==> src/rtl/conv1_pkg.sv <==
// Shared types and widths for the conv-layer-1 datapath (MAC accumulator and activation stage).
package conv1_pkg;

  localparam int unsigned CONV1_PIX_W  = 8;
  localparam int unsigned CONV1_WGT_W  = 8;
  localparam int unsigned CONV1_BIAS_W = 16;
  localparam int unsigned CONV1_OUT_W  = 14;
  localparam int unsigned CONV1_TAPS   = 9;
  localparam int unsigned CONV1_ACC_W  = 24;
  // The unsigned pixel gains a zero sign bit, so the product is one bit wider than pixel + weight.
  localparam int unsigned CONV1_PROD_W = CONV1_PIX_W + CONV1_WGT_W + 1;

  typedef enum logic {
    ACC  = 1'b0,
    HOLD = 1'b1
  } conv1_state_e;

  typedef struct packed {
    logic        [CONV1_PIX_W-1:0]  pixel;
    logic signed [CONV1_WGT_W-1:0]  weight;
    logic signed [CONV1_BIAS_W-1:0] bias;
  } conv1_tap_t;

endpackage

==> src/rtl/conv1_relu_sat.sv <==
// ReLU plus saturation: maps a signed accumulator sum onto an unsigned OUT_W range.
module conv1_relu_sat
  import conv1_pkg::*;
#(
  parameter int unsigned ACC_W = CONV1_ACC_W,
  parameter int unsigned OUT_W = CONV1_OUT_W
) (
  input  logic signed [ACC_W-1:0] din,
  output logic        [OUT_W-1:0] dout_c
);

  // Any set bit between the sign bit and OUT_W means the value exceeds the ceiling.
  always_comb begin
    dout_c = din[OUT_W-1:0];
    if (din[ACC_W-1]) begin
      dout_c = '0;
    end else if (din[ACC_W-2:OUT_W] != '0) begin
      dout_c = '1;
    end
  end

endmodule

==> src/rtl/conv1_mac_accum.sv <==
// Signed multiply-accumulate over one kernel window plus bias, with ReLU/saturation on a
// valid/ready result port that feeds the conv-layer-1 activation stage.
module conv1_mac_accum
  import conv1_pkg::*;
#(
  parameter int unsigned KERNEL_TAPS = CONV1_TAPS,
  parameter int unsigned ACC_W       = CONV1_ACC_W,
  parameter int unsigned OUT_W       = CONV1_OUT_W
) (
  input  logic                           clk,
  input  logic                           rst,
  input  logic                           clear,
  input  logic                           in_valid,
  output logic                           in_ready,
  input  logic        [CONV1_PIX_W-1:0]  in_pixel,
  input  logic signed [CONV1_WGT_W-1:0]  in_weight,
  input  logic signed [CONV1_BIAS_W-1:0] in_bias,
  output logic                           out_valid,
  input  logic                           out_ready,
  output logic        [OUT_W-1:0]        out_data,
  output logic                           busy
);

  localparam int unsigned CNT_W = (KERNEL_TAPS > 1) ? $clog2(KERNEL_TAPS) : 1;
  localparam longint unsigned MAX_MAG = 64'(KERNEL_TAPS) * 64'd32640 + 64'd32768;

  // Reject parameter sets that would let the accumulator wrap or break the clamp slicing.
  if ((KERNEL_TAPS < 1) || (KERNEL_TAPS > 64)) begin : g_bad_taps
    $error("conv1_mac_accum: KERNEL_TAPS must be in 1..64");
  end
  if ((ACC_W > 63) || (ACC_W < OUT_W + 2) ||
      (MAX_MAG >= (64'd1 << (ACC_W - 1)))) begin : g_bad_acc_w
    $error("conv1_mac_accum: ACC_W too small for KERNEL_TAPS*255*128 + 2^15");
  end

  conv1_state_e                state_q, state_d;
  logic        [CNT_W-1:0]     tap_cnt_q, tap_cnt_d;
  logic signed [ACC_W-1:0]     acc_q, acc_d;
  logic signed [ACC_W-1:0]     base_c, sum_c;
  logic signed [CONV1_PROD_W-1:0] prod_c;
  logic        [OUT_W-1:0]     sat_c, out_data_d;
  logic                        out_valid_d, in_ready_d, busy_d;
  logic                        hs_c, last_c;
  conv1_tap_t                  tap_c;

  assign tap_c = '{pixel: in_pixel, weight: in_weight, bias: in_bias};

  // A tap offered during a clear cycle is flushed, never accumulated.
  assign hs_c   = in_valid & in_ready & ~clear;
  assign last_c = (tap_cnt_q == CNT_W'(KERNEL_TAPS - 1));

  assign prod_c = CONV1_PROD_W'($signed({1'b0, tap_c.pixel}) * $signed(tap_c.weight));
  assign base_c = (tap_cnt_q == '0) ? ACC_W'($signed(tap_c.bias)) : acc_q;
  assign sum_c  = base_c + ACC_W'(prod_c);

  conv1_relu_sat #(
    .ACC_W (ACC_W),
    .OUT_W (OUT_W)
  ) u_relu_sat (
    .din    (sum_c),
    .dout_c (sat_c)
  );

  // Next-state and next-output logic.
  always_comb begin
    state_d     = state_q;
    tap_cnt_d   = tap_cnt_q;
    acc_d       = acc_q;
    out_data_d  = out_data;
    out_valid_d = out_valid;
    if (clear) begin
      state_d     = ACC;
      tap_cnt_d   = '0;
      acc_d       = '0;
      out_valid_d = 1'b0;
    end else begin
      case (state_q)
        ACC: begin
          if (hs_c) begin
            acc_d = sum_c;
            if (last_c) begin
              tap_cnt_d   = '0;
              out_data_d  = sat_c;
              out_valid_d = 1'b1;
              state_d     = HOLD;
            end else begin
              tap_cnt_d = tap_cnt_q + CNT_W'(1);
            end
          end
        end
        HOLD: begin
          if (out_ready) begin
            out_valid_d = 1'b0;
            state_d     = ACC;
          end
        end
        default: state_d = ACC;
      endcase
    end
    in_ready_d = (state_d == ACC);
    busy_d     = (tap_cnt_d != '0) | out_valid_d;
  end

  always_ff @(posedge clk) begin
    if (rst) begin
      state_q   <= ACC;
      tap_cnt_q <= '0;
      acc_q     <= '0;
      out_data  <= '0;
      out_valid <= 1'b0;
      in_ready  <= 1'b1;
      busy      <= 1'b0;
    end else begin
      state_q   <= state_d;
      tap_cnt_q <= tap_cnt_d;
      acc_q     <= acc_d;
      out_data  <= out_data_d;
      out_valid <= out_valid_d;
      in_ready  <= in_ready_d;
      busy      <= busy_d;
    end
  end

endmodule

==> config.mk <==
export PLATFORM = sky130hd
export DESIGN_NAME = conv1_mac_accum
export DESIGN_NICKNAME = d
export VERILOG_FILES = /design/src/rtl/conv1_pkg.sv /design/src/rtl/conv1_relu_sat.sv /design/src/rtl/conv1_mac_accum.sv
export SDC_FILE = /design/constraint.sdc
export NUM_CORES = 1
export LEC_CHECK = 0
export CORE_MARGIN = 2
export CORE_UTILIZATION = 60
export CTS_BUF_LIST = sky130_fd_sc_hd__clkbuf_8 sky130_fd_sc_hd__clkbuf_16
export DETAILED_ROUTE_END_ITERATION = 7
export GPL_TIMING_DRIVEN = 0
export HOLD_SLACK_MARGIN = 0.06
export PLACE_DENSITY = 0.85
export SKIP_CTS_REPAIR_TIMING = 1
export SLEW_MARGIN = 25
export SYNTH_ARGS = -nofsm -noshare
export SYNTH_HDL_FRONTEND = slang
export SYNTH_SLANG_ARGS = --single-unit
==> constraint.sdc <==
create_clock -name clk -period 7.8 [get_ports clk]
set_input_delay 1.17 -clock clk [delete_from_list [all_inputs] [get_ports clk]]
set_output_delay 1.17 -clock clk [all_outputs]
set_load 0.1 [all_outputs]
==> Yosys cells after proc, flatten, opt, wreduce, memory -nomap -nowiden <==
Cells that the tools add are included.
{ "word_totals": {"ff_bits": 46, "input_bits": 37, "output_inout_bits": 17, "word_cells": 40} }
{ "classes": {"n_addsub": 2, "mul": 1, "eq_ne": 1, "n_mux": 17, "bitwise": 6, "reduce_logical": 6} }
{ "op_table": {"columns": ["operator", "count"], "rows": [
  ["2-to-1 mux 14 bit", 2],
  ["adder 24 x 17 -> 24 bit", 1],
  ["2-to-1 mux 24 bit", 1],
  ["multiplier 9 x 8 -> 17 bit", 1],
  ["2-to-1 mux 4 bit", 4],
  ["nonzero test 9 bit", 1],
  ["2-to-1 mux 1 bit", 8],
  ["adder 4 x 1 -> 4 bit, second input constant", 1],
  ["equality test 4 bit, second input constant", 1],
  ["logical NOT 4 bit", 1],
  ["one-hot mux 1 bit (2 select lines)", 2],
  ["AND reduction 4 bit", 1],
  ["nonzero test 4 bit", 1],
  ["inverter 1 bit", 3],
  ["AND 1 bit", 2],
  ["AND reduction 2 bit", 1],
  ["OR reduction 2 bit", 1],
  ["OR 1 bit", 1]
]} }

==> Logic depth before layout (Yosys ltp) <==
Gate-level depths: netlist of run 1.
{ "depth": {"word_depth": 7, "ltp_mapped": 28, "mapped_depth_nobuf": 23} }

==> Modules after synthesis <==
From an unflattened synthesis of run 1, not the netlist that was laid out.
{ "unflattened": {"cells_unflattened": 643, "hier_area_um2": 5445.2} }
{ "modules_own_cells": {"columns": ["mod", "n_inst", "cells_per_inst", "area_per_inst_um2", "seq_area_each_um2"], "rows": [
  ["conv1_mac_accum", 1, 607, 5211.2, 920.9],
  ["conv1_relu_sat", 1, 36, 234.0, 0.0]
]} }

==> Worst setup path before layout of run 1 <==
Ideal clock, no wire load.
{ "synth_timing": {"path_type": "register to register", "start": "reg tap_cnt_q[0]", "end": "reg out_data[7]", "setup_ps": 127, "arrival_time_ps": 6388, "required_time_ps": 7673, "path_slack_ps": 1284, "path_stages_with_launch": 24, "path_buffers": 2, "period_less_slack_ps": 6516, "path_cell_list": "dfxtp_1 inv_1 ha_1 nor3b_2 clkbuf_1 mux2i_1 fa_1 inv_1 fa_1 inv_1 fa_1 inv_1 fa_1 fa_1 ha_1 o21a_1 o31a_1 o311a_1 or4_4 a32oi_4 o2111ai_4 buf_6 nor4b_1 a21oi_1"} }
{ "synth_via": {"elab_chain_len": 6, "word_cells_on_any_way": 8, "cone_classes": "1 x add/sub; 1 x eq/ne; 3 x mux; 3 x reduce/logical"} }
{ "synth_rtl": {"columns": ["item", "line", "text"], "rows": [
  ["start, declared", "conv1_mac_accum.sv:37", "logic [CNT_W-1:0] tap_cnt_q, tap_cnt_d;"],
  ["start signal, assigned", "conv1_mac_accum.sv:115", "tap_cnt_q <= tap_cnt_d;"],
  ["logical NOT 4 bit", "conv1_mac_accum.sv:53", "assign base_c = (tap_cnt_q == '0) ? ACC_W'($signed(tap_c.bias)) : acc_q;"],
  ["2-to-1 mux 24 bit", "conv1_mac_accum.sv:53", null],
  ["adder 24 x 17 -> 24 bit", "conv1_mac_accum.sv:54", "assign sum_c = base_c + ACC_W'(prod_c);"],
  ["nonzero test 9 bit", "conv1_relu_sat.sv:17", "end else if (din[ACC_W-2:OUT_W] != '0) begin"],
  ["2-to-1 mux 14 bit", "conv1_relu_sat.sv:17", null],
  ["2-to-1 mux 14 bit", "conv1_relu_sat.sv:15", "if (din[ACC_W-1]) begin"],
  ["end signal, assigned", "conv1_mac_accum.sv:117", "out_data <= out_data_d;"],
  ["end, declared", "conv1_mac_accum.sv:20", "output logic [OUT_W-1:0] out_data,"]
]} }
Parallel ways exist; a longest one is shown, timed or not.
A chain may end at the register's enable or synchronous reset.

==> Worst setup path after layout of run 1 <==
Ends and elaborated chain as after synthesis.

==> impl_metrics.yaml, run 1 <==
job:
  max_cap_viol: 0
grt:
  grt_start_max_net_pins: 15
  grt_util_met2: 0.446
  global_route.usage.met3: 0.0373
  gr_util_all_layers: 0.269
  initial_antenna_violation_count: 0
  first_global_vias: 4733
  global_route.usage.met1: 0.370
  grt-ovfl-total: 0
  busiest_layer: "met2"
  grt_pass1_wl_mm: 22.1
yosys:
  synth_ff_type: "dfxtp_1"
  synth.yosys.warnings: 0
  synth_seq_area_share: 0.161
  netlist_top_cells_count: "nand2_1, ha_1, inv_1"
  synthesis.area_per_instance_um2: 8.66
  post_synth_main_area_contributors: "fa_1, ha_1, dfxtp_1"
  post_synth_num_cell_types: 63
  synth_async_sr_flop_share: 0
  yosys.cell_count.top_type: "nand2_1"
  synth.cell_area_um2: 5720
  number_of_synthesized_flops_with_an_enable_pin: 0
  synth_top_area_frac: 0.182
  synth.net_count: 828
  synth_top_cell_by_area: "fa_1"
  netlist_instances: 661
  yosys_register_bits: 46
die:
  core_um2: 9240
  placement_rows: 35
  die_height_um: 102
  pin_count: 54
  initial_core_util: 0.619
  die_x_extent_um: 102
  die-area_um2: 10300
layout:
  fill_cells: 724
  regArea_um2: 921
  layout_cells_sized_above_1: 0.0666
  areaGrowthSynthToFinish_pct: 14.0
  multiInputGateArea_um2: 4410
  finish.cell_count_without_fillers: 850
  insertedDiodeCount: 0
  post_layout_nets: 887
worst_setup_path:
  timing.critical_path.arrival_ns: 7.56
  critical_path.max_fanout: 10
  critical_path_class: "register to register"
  r2r_end: "out_data[7]"
  worst-r2r-cell-count: 23
  worstPathRequired_ns: 7.99
  worst_setup_path_end_kind: "register"
  chain_of_cells_forming_the_critical_path: "inv_1 > ha_1 > nor3b_4 > clkbuf_1 > mux2i_1 > fa_1 > inv_1 > fa_1 > inv_1 > fa_1 > inv_1 > fa_1 > fa_1 > ha_1 > o21a_1 > o31a_1 > o311ai_0 > a21oi_1 > nor4_4 > o2111ai_4 > buf_6 > nor4b_1 > a21oi_1"
  regToRegSetupSlack_ns: 0.43
  crit-reg2reg-launch: "tap_cnt_q[0]"
  start_kind: "register"
  critPathMostFrequentCell: "fa_1"
  cp_slowest_cell: "nor3b_4"
  slowest_delay_ns: 0.60
sta:
  fin_skew_ns: 0.00704
  finalCriticalPeriod_ns: 7.37
  grt_setup_unrepaired: "false"
  hold_viol_final: 0
  timing.fmax_mhz: 136
  report.final.slew_viol_count: 0
  setup_violations: 0
  max-slew-margin-rel: 0.337
  layout_worst_path_cycle_share: 0.945
  fin_hold_ws_ns: 0.461
  timing.final.ws_setup_ns: 0.428
  worst-slew-pin-transition_ns: 0.991
  fin_tns_setup_ns: 0
routing:
  drt-initial-drc-count: 358
  antenna_left: 0
  via_count: 4983
  detail_route.wl_per_cell_um: 15.8
  firstDrtPassIters: 5
  postRouteWirelength_mm: 13.4
  post-route-drc-count: 0
  via_per_inst: 5.86
cts:
  htree_levels: 2
  cts_inserted_buffers: 5
  clk_path_buf_depth: 2
  cts_root_buffer: "clkbuf_8"
  tritoncts_num_sinks: 46
  clk_latency_worst_skew_pair_ns: 0.30
  cts_tree: "yes"
  clkSlewWorstSetupHoldPaths_ns: 0.08
power_and_ir_drop:
  power.ir.vdd_worst_uv: 212
  post_route_total_power_mw: 1.73
  power_per_cell_area_nw_per_um2: 265
  cellLeakagePower_nw: 3.04
run_status:
  result_of_the_run: "complete, no violations"
place:
  port_buffers: 52
  dp.final_hpwl_mm: 10.9
  gp_routability_congestion: 0.923
  dp_cells: 842
  detailedPlace.worstSlack_ns: 0.0481
worst_hold_path:
  min_path_type: "register to register"
  hold-path-endpoint: "acc_q[3]"
  min_path_cells: 2
  hold_start: "acc_q[3]"
layout make-up:
type / instances / share of cell area
plain buffers: 26 / 0.0213
clock buffers: 5 / 0.0106
clock inverters: 3 / 0.00633
inverters: 68 / 0.0391
multi-input cells: 521 / 0.677
flip-flops and latches: 46 / 0.141
well taps: 129 / 0.0247
repair buffers: 52 / 0.0802
where the power goes:
part / leakage [nW] / internal, mW / switching, mW
registers: 0.372 / 0.249 / 0.00915
clock network: 0.0556 / 0.0943 / 0.0809
logic: 2.61 / 0.521 / 0.777
total: 3.04 / 0.864 / 0.867
how the worst max path moves through the flow:
stage                  from           to  slack [ns]  cells after the start
3_5_place_dp   in_weight[7]  out_data[7]        0.05                     18
5_1_grt        tap_cnt_q[0]  out_data[7]       0.003                     23
4_1_cts        tap_cnt_q[0]  out_data[7]        0.26                     23
3_3_place_gp   in_weight[7]  out_data[7]        0.23                     18
6_report       tap_cnt_q[0]  out_data[7]        0.43                     23
2_1_floorplan  tap_cnt_q[0]  out_data[7]        1.28                     23
cells by family (layout without fill, tap and decap cells):
logic type / after synthesis / count (layout) / share of synthesized area
AO/OA/AOI/OAI: 129 / 129 / 0.159
XOR/XNOR: 17 / 17 / 0.0260
adder cells (fa/ha/maj): 130 / 130 / 0.353
buffers and inverters: 94 / 154 / 0.0689
flip-flops: 46 / 46 / 0.161
multiplexers: 10 / 10 / 0.0175
AND/OR/NAND/NOR: 235 / 235 / 0.215
worst max-delay path: cells and delay by family (launching register included):
kind	cells	cell delay [ns]
AOI/OAI and AO/OA	6	1.45
buffers and inverters	6	0.95
and+or+nand+nor	3	1.20
muxes	1	0.20
adders and majority gates	7	3.08
DFF	1	0.38
per-stage QoR:
step / area [um^2] / util
3_3_place_gp: 6400 / 0.693
2_1_floorplan: 5720 / -
5_1_grt: 6520 / 0.706
4_1_cts: 6510 / 0.705
6_report: 6520 / 0.706
3_5_place_dp: 6400 / 0.693
sequential cells by signal, summed over array words and instances, names as in the netlist:
register	count
acc_q	24
out_valid	1
out_data	14
tap_cnt_q	4
in_ready	1
state_q	1
busy	1
cells in the final DEF (no fill, tap or decap), types with 3 or more instances in the layout:
master           netlist  layout
a211oi_1               7       7
a21o_1                18      18
a21oi_1               46      46
a21oi_2                9       9
a31oi_1                3       3
and2_1                35      35
and3_1                 4       4
buf_2                  3       3
buf_6                  5       5
clkbuf_1              16      16
clkbuf_8               0       5
clkdlybuf4s50_1        0      51
dfxtp_1               46      46
fa_1                  52      52
ha_1                  78      78
inv_1                 68      69
mux2i_1               10      10
nand2_1              115     115
nand2b_1               4       4
nand3_1                4       4
nand4_1                5       5
nor2_1                21      21
nor3_1                10      10
nor4b_1                8       8
nor4b_2                5       5
o2111ai_1              3       3
o21a_1                 8       8
o21ai_0               13      13
or2_2                  5       5
xnor2_1               11      11
xor2_1                 6       6
routing by layer:
metal / up-vias / share of wire / routed length (um)
li1: 2363 / - / -
met1: 2443 / 0.43 / 5820
met2: 162 / 0.50 / 6730
met3: 15 / 0.052 / 702
met4: 0 / 0.013 / 171
met5: - / 0 / 0
No activity file was read; power rests on OpenSTA's default activity.
==> run 2: changes to the inputs <==
--- a/config.mk
+++ b/config.mk
@@ -17,3 +17,4 @@
 export SYNTH_ARGS = -nofsm -noshare
 export SYNTH_HDL_FRONTEND = slang
 export SYNTH_SLANG_ARGS = --single-unit
+export TNS_END_PERCENT = 20
==> results of run 2 <==
Same layout as run 1: the final DEF is identical, and so are final timing and power.
